### config.mk
export PLATFORM = sky130hd
export DESIGN_NAME = frame_config_loader_flat
export DESIGN_NICKNAME = d
export VERILOG_FILES = /design/src/rtl/frame_config_loader_if.sv /design/src/rtl/frame_config_loader.sv /design/src/flat_wrapper.sv
export SDC_FILE = /design/constraint.sdc
export NUM_CORES = 1
export LEC_CHECK = 0
export CAP_MARGIN = 25
export CELL_PAD_IN_SITES_DETAIL_PLACEMENT = 2
export CELL_PAD_IN_SITES_GLOBAL_PLACEMENT = 2
export CORE_MARGIN = 2
export CORE_UTILIZATION = 31
export CTS_CLUSTER_SIZE = 10
export DETAILED_ROUTE_END_ITERATION = 10
export HOLD_SLACK_MARGIN = 0.08
export PLACE_DENSITY = 0.88
export REMOVE_ABC_BUFFERS = 1
export SYNTH_ARGS = -nofsm -noshare
export SYNTH_HDL_FRONTEND = slang
export SYNTH_SLANG_ARGS = --single-unit
### constraint.sdc
create_clock -name CLK -period 3.6 [get_ports CLK]
set_input_delay 0.72 -clock CLK [delete_from_list [all_inputs] [get_ports CLK]]
set_output_delay 0.72 -clock CLK [all_outputs]
set_load 0.02 [all_outputs]
### src/rtl/frame_config_loader_if.sv
// Purpose: 32-bit bitstream word stream into the configuration loader.
// Latency: none, wires only.
// Backpressure: s_ready from the loader, s_valid/s_data held by the source until accepted.
interface frame_config_loader_if;
    logic [31:0] s_data;
    logic        s_valid;
    logic        s_ready;

    modport master (output s_data, output s_valid, input s_ready);
    modport slave  (input s_data, input s_valid, output s_ready);
endinterface

### src/rtl/frame_config_loader.sv
// Purpose: hunts sync, parses frame headers, loads one frame of row data and strobes its column.
// Latency: strobe is registered, high in the cycle after the last data word, then one hold cycle.
// Backpressure: s_ready low in STROBE/HOLD only; s_valid low simply freezes state and counters.
module frame_config_loader #(
    parameter int          NumRows         = 8,
    parameter int          NumCols         = 8,
    parameter int          FrameBitsPerRow = 32,
    parameter int          MaxFramesPerCol = 20,
    parameter logic [31:0] SyncWord        = 32'hFAB0FAB1
) (
    input  logic                                CLK,
    input  logic                                resetn,
    frame_config_loader_if.slave                s,
    output logic [NumRows*FrameBitsPerRow-1:0]  FrameData,
    output logic [NumCols*MaxFramesPerCol-1:0]  FrameStrobe,
    output logic                                ConfigBusy,
    output logic                                ConfigDone,
    output logic                                ConfigError
);

    localparam int RW = $clog2(NumRows);
    localparam int SW = NumCols * MaxFramesPerCol;

    typedef enum logic [2:0] {HUNT, HDR, DATA, STROBE, HOLD} state_t;

    state_t         state, state_nxt;
    logic [RW-1:0]  row_cnt;
    logic [7:0]     col_q;
    logic [7:0]     frame_q;

    logic           accept;
    logic           is_sync;
    logic           hdr_end;
    logic           hdr_ok;
    logic           last_row;
    logic [31:0]    strb_idx;
    logic [SW-1:0]  strb_vec;

    assign accept   = s.s_valid & s.s_ready;
    assign is_sync  = (s.s_data == SyncWord);
    assign hdr_end  = s.s_data[31];
    assign hdr_ok   = ({24'd0, s.s_data[23:16]} < 32'(NumCols)) &&
                      ({24'd0, s.s_data[15:8]}  < 32'(MaxFramesPerCol));
    assign last_row = (row_cnt == RW'(NumRows - 1));
    assign strb_idx = 32'(col_q) * 32'(MaxFramesPerCol) + 32'(frame_q);
    assign strb_vec = {{(SW-1){1'b0}}, 1'b1} << strb_idx;

    // State register
    always_ff @(posedge CLK or negedge resetn) begin
        if (!resetn) state <= HUNT;
        else         state <= state_nxt;
    end

    // Next-state: every transition out of HUNT/HDR/DATA waits for an accepted word
    always_comb begin
        state_nxt = state;
        case (state)
            HUNT:    if (accept && is_sync) state_nxt = HDR;
            HDR:     if (accept) state_nxt = (!hdr_end && hdr_ok) ? DATA : HUNT;
            DATA:    if (accept && last_row) state_nxt = STROBE;
            STROBE:  state_nxt = HOLD;
            HOLD:    state_nxt = HDR;
            default: state_nxt = HUNT;
        endcase
    end

    // Outputs decoded from state alone, so s_ready never depends on s_valid
    always_comb begin
        s.s_ready  = (state == HUNT) || (state == HDR) || (state == DATA);
        ConfigBusy = (state != HUNT);
    end

    // Latch target column/frame from a legal header and walk the row counter through DATA
    always_ff @(posedge CLK or negedge resetn) begin
        if (!resetn) begin
            row_cnt <= '0;
            col_q   <= '0;
            frame_q <= '0;
        end else if (accept && state == HDR && !hdr_end && hdr_ok) begin
            row_cnt <= '0;
            col_q   <= s.s_data[23:16];
            frame_q <= s.s_data[15:8];
        end else if (accept && state == DATA) begin
            row_cnt <= row_cnt + 1'b1;
        end
    end

    // Row data is only ever written in DATA; it persists across frames and HUNT
    always_ff @(posedge CLK or negedge resetn) begin
        if (!resetn) begin
            FrameData <= '0;
        end else if (accept && state == DATA) begin
            FrameData[row_cnt*FrameBitsPerRow +: FrameBitsPerRow] <= s.s_data;
        end
    end

    // One-hot strobe for exactly the cycle spent in STROBE
    always_ff @(posedge CLK or negedge resetn) begin
        if (!resetn) FrameStrobe <= '0;
        else         FrameStrobe <= (accept && state == DATA && last_row) ? strb_vec : '0;
    end

    // Done pulses after an end header; error is sticky until a fresh sync word
    always_ff @(posedge CLK or negedge resetn) begin
        if (!resetn) begin
            ConfigDone  <= 1'b0;
            ConfigError <= 1'b0;
        end else begin
            ConfigDone <= accept && (state == HDR) && hdr_end;
            if (accept && state == HUNT && is_sync)
                ConfigError <= 1'b0;
            else if (accept && state == HDR && !hdr_end && !hdr_ok)
                ConfigError <= 1'b1;
        end
    end

endmodule

### src/flat_wrapper.sv
// flat-port wrapper written by rule: the top's interface ports become plain ports
module frame_config_loader_flat 
#(
    parameter int          NumRows         = 8,
    parameter int          NumCols         = 8,
    parameter int          FrameBitsPerRow = 32,
    parameter int          MaxFramesPerCol = 20,
    parameter logic [31:0] SyncWord        = 32'hFAB0FAB1
)
  (CLK, resetn, FrameData, FrameStrobe, ConfigBusy, ConfigDone, ConfigError, s_s_data, s_s_valid, s_s_ready);
  frame_config_loader_if s_i ();
  input  logic CLK;
  input  logic resetn;
  output logic [NumRows*FrameBitsPerRow-1:0] FrameData;
  output logic [NumCols*MaxFramesPerCol-1:0] FrameStrobe;
  output logic ConfigBusy;
  output logic ConfigDone;
  output logic ConfigError;
  input wire logic [$bits(s_i.s_data)-1:0] s_s_data;
  input wire logic [$bits(s_i.s_valid)-1:0] s_s_valid;
  output wire logic [$bits(s_i.s_ready)-1:0] s_s_ready;
  assign s_i.s_data = s_s_data;
  assign s_i.s_valid = s_s_valid;
  assign s_s_ready = s_i.s_ready;
  frame_config_loader #(.NumRows(NumRows), .NumCols(NumCols), .FrameBitsPerRow(FrameBitsPerRow), .MaxFramesPerCol(MaxFramesPerCol), .SyncWord(SyncWord)) u_core (.CLK(CLK), .resetn(resetn), .s(s_i), .FrameData(FrameData), .FrameStrobe(FrameStrobe), .ConfigBusy(ConfigBusy), .ConfigDone(ConfigDone), .ConfigError(ConfigError));
endmodule
==> impl_metrics.toml <==
[status]
status = "finished, final reports clean"

[power_and_ir_drop]
p_per_area_nw_per_um2 = 704
p_leak_nw = 11.1
power_w = 0.0173
ir_worst_vdd_mv = 0.672

[floorplanning]
std_cell_rows = 85
die_width_um = 238
dieHeight_um = 238
die_area_sq_um = 56700
initial_core_util_pct = 31.4
core-area_sq_um = 54000
boundaryPins = 455

[logic_synthesis]
synth_seq_cells = 440
ys.flop_type = "dfrtp_1"
synth_common_cells = "dfrtp_1, nand2_1, mux2_2"
synth_top_area_share_pct = 64.9
synth_edf_count = 0
ys_types = 53
syn_inst = 1425
synth_area_leaders = "dfrtp_1, mux2_2, nand2_1"
seq_area_frac_synth_pct = 64.9
avgSynthCellArea_sq_um = 11.9
yosysWarnings = 0
async_flop_share_pct = 100
yosysMostFrequentCell = "dfrtp_1"
synth.largest_area_cell = "dfrtp_1"
synthesis.area_sq_um = 17000

[global_route]
antenna_found_initial = 0
overflow = 0
grt_pass1_wl_mm = 115
track_usage_pct = 27.4
grt_max_degree = 78
grt_pass1_vias = 16300

[sta]
setup_violations = 0
finalHoldViolCount = 0
period_minus_slack_ps = 3540
clock.fmax_ghz = 0.283
worst_pin_slew_ps = 933
min_period_over_period_pct = 98.3
slew_headroom_pct = 37.5
clock_skew_ps = 31.3
finalMaxSlewViolations = 0
setup_tns_ps = 0

[worst_setup_path]
slowest_stage = "nor4_1"
crit_chain = "ha_1 -> ha_1 -> fa_2 -> a211oi_2 -> o21bai_1 -> a211o_1 -> a2111oi_4 -> buf_4 -> nand3_1 -> buf_4 -> nor4_1"
max_stage_delay_ps = 460
crit_fanout = 32
cp.arrival_ps = 3980
r2r_slack_ps = 60
r2r_end = "u_core.FrameStrobe[116]"
timing.rr.start = "u_core.col_q[1]"
cp-start-kind = "flop"
required_ps = 4050
cp_num_buf_inv = 2
cp_top_family = "compound AO/OA/AOI/OAI gates"
path_class = "flop to flop"
end_kind = "flop"
ff2ff_path_depth = 11

[clock_network]
root_buffer = "clkbuf_16"
cts_tree = "yes"
htreeDepth = 2
numCtsBuffers = 53
clk_latency_ps = 600
clk_pin_slew_ps = 60
cts_hold_buf = 0
cts_buffer_depth = 3
cts_num_sinks = 440

[detailed_routing]
totalWireLength_mm = 78.8
drt-vias-per-instance = 5.34
firstDrtPassIters = 4
drc = 0
drt_iter0_drc = 723
vias = 14000
wl_per_cell_um = 30.2
ant_nets = 0

[flow_run]
drv_cap = 0

[layout]
fillCellCount = 5267
fin_cells = 2613
diodes = 0
utilization_pct = 45.6
syn_to_final_growth_pct = 45.2
drive_above_1_share_pct = 19.4
final_nets = 1960

[worst_hold_path]
hold_class = "input pin to asynchronous set/reset pin"

[placed_design]
gp_congestion = 0.811
io_buffers = 454
place_inst = 2539
dp_hpwl_mm = 51.1
==> flip-flops by register name (all words and copies together) (netlist names) <==
register and count:
u_core.state 3, u_core.FrameStrobe 160, u_core.col_q 8, u_core.frame_q 8, u_core.FrameData 256, u_core.ConfigDone 1
u_core.row_cnt 3, u_core.ConfigError 1
==> layer usage <==
metal | vias up | GRT usage (%) | part of all wire [%]
met2 | 581 | 49.4 | 51
met1 | 7346 | 30.3 | 37
met3 | 182 | 7.96 | 7.4
met4 | 0 | 10.9 | 4.2
li1 | 5844 | - | -
met5 | - | 0 | 0
==> worst max-delay path by stage <==
stage	from	to	slack, ps	cells after the start
final	u_core.col_q[1]	u_core.FrameStrobe[116]	60	11
after global routing	u_core.col_q[1]	u_core.FrameStrobe[61]	-100	12
after CTS	u_core.col_q[1]	u_core.FrameStrobe[154]	30	13
after detailed placement	u_core.col_q[1]	u_core.FrameStrobe[103]	-140	12
after global placement	u_core.col_q[1]	u_core.FrameStrobe[152]	100	13
after floorplan	u_core.col_q[1]	u_core.FrameStrobe[100]	-2300	10
==> placed cells by master (no fill, tap or decap), drive strengths merged, types with 45 or more instances in the layout <==
master         Yosys  layout
nand2            252     252
clkbuf            89      68
buf               28      83
nand3             47      47
nor3             127     127
o21ai             86      86
mux2             149     149
clkdlybuf4s50      0     453
dfrtp            440     440
nor4              45      45
==> layout make-up <==
type	count	area, sq um	share of cell area [%]
Multi-Input combinational cell	862	5830	23.6
Timing Repair Buffer	538	5400	21.9
Sequential cell	440	11000	44.7
Clock buffer	66	1470	5.95
Tap cell	696	871	3.53
Inverter	6	22.5	0.0914
Clock inverter	5	42.5	0.173
==> where the power goes <==
group | internal (W) | total [W] | switching (W)
combinational | 0.00247 | 0.00568 | 0.00321
sequential | 0.00596 | 0.00669 | 0.000735
clock | 0.00281 | 0.00497 | 0.00215
==> per-stage QoR <==
stage,hold slack (ps),setup WS (ps),cell area (sq um)
after floorplan,424,-2300,16500
after global placement,450,101,22700
after detailed placement,459,-141,22700
after CTS,126,25.0,24300
after global routing,156,-104,24600
final,136,61.4,24600
==> cell families after synthesis <==
family                   after synthesis  synth area share [%]
AND/OR/NAND/NOR                      543                  15.1
flip-flops                           440                  64.9
multiplexers                         150                  9.94
AO/OA/AOI/OAI                        137                  4.93
buffers and inverters                123                  2.90
adder cells (fa/ha/maj)               24                  1.86
XOR/XNOR                               8                 0.413
==> timing repair <==
action / 4_1_cts / 5_1_grt
setup buffers: 0 / 1
endpoints found under the hold margin: 0 / 0
resized for setup: 10 / 56
cloned: 0 / 2
endpoints found under the setup margin: 67 / 154
pin swaps: 0 / 5
No activity file was read; power rests on OpenSTA's default activity.
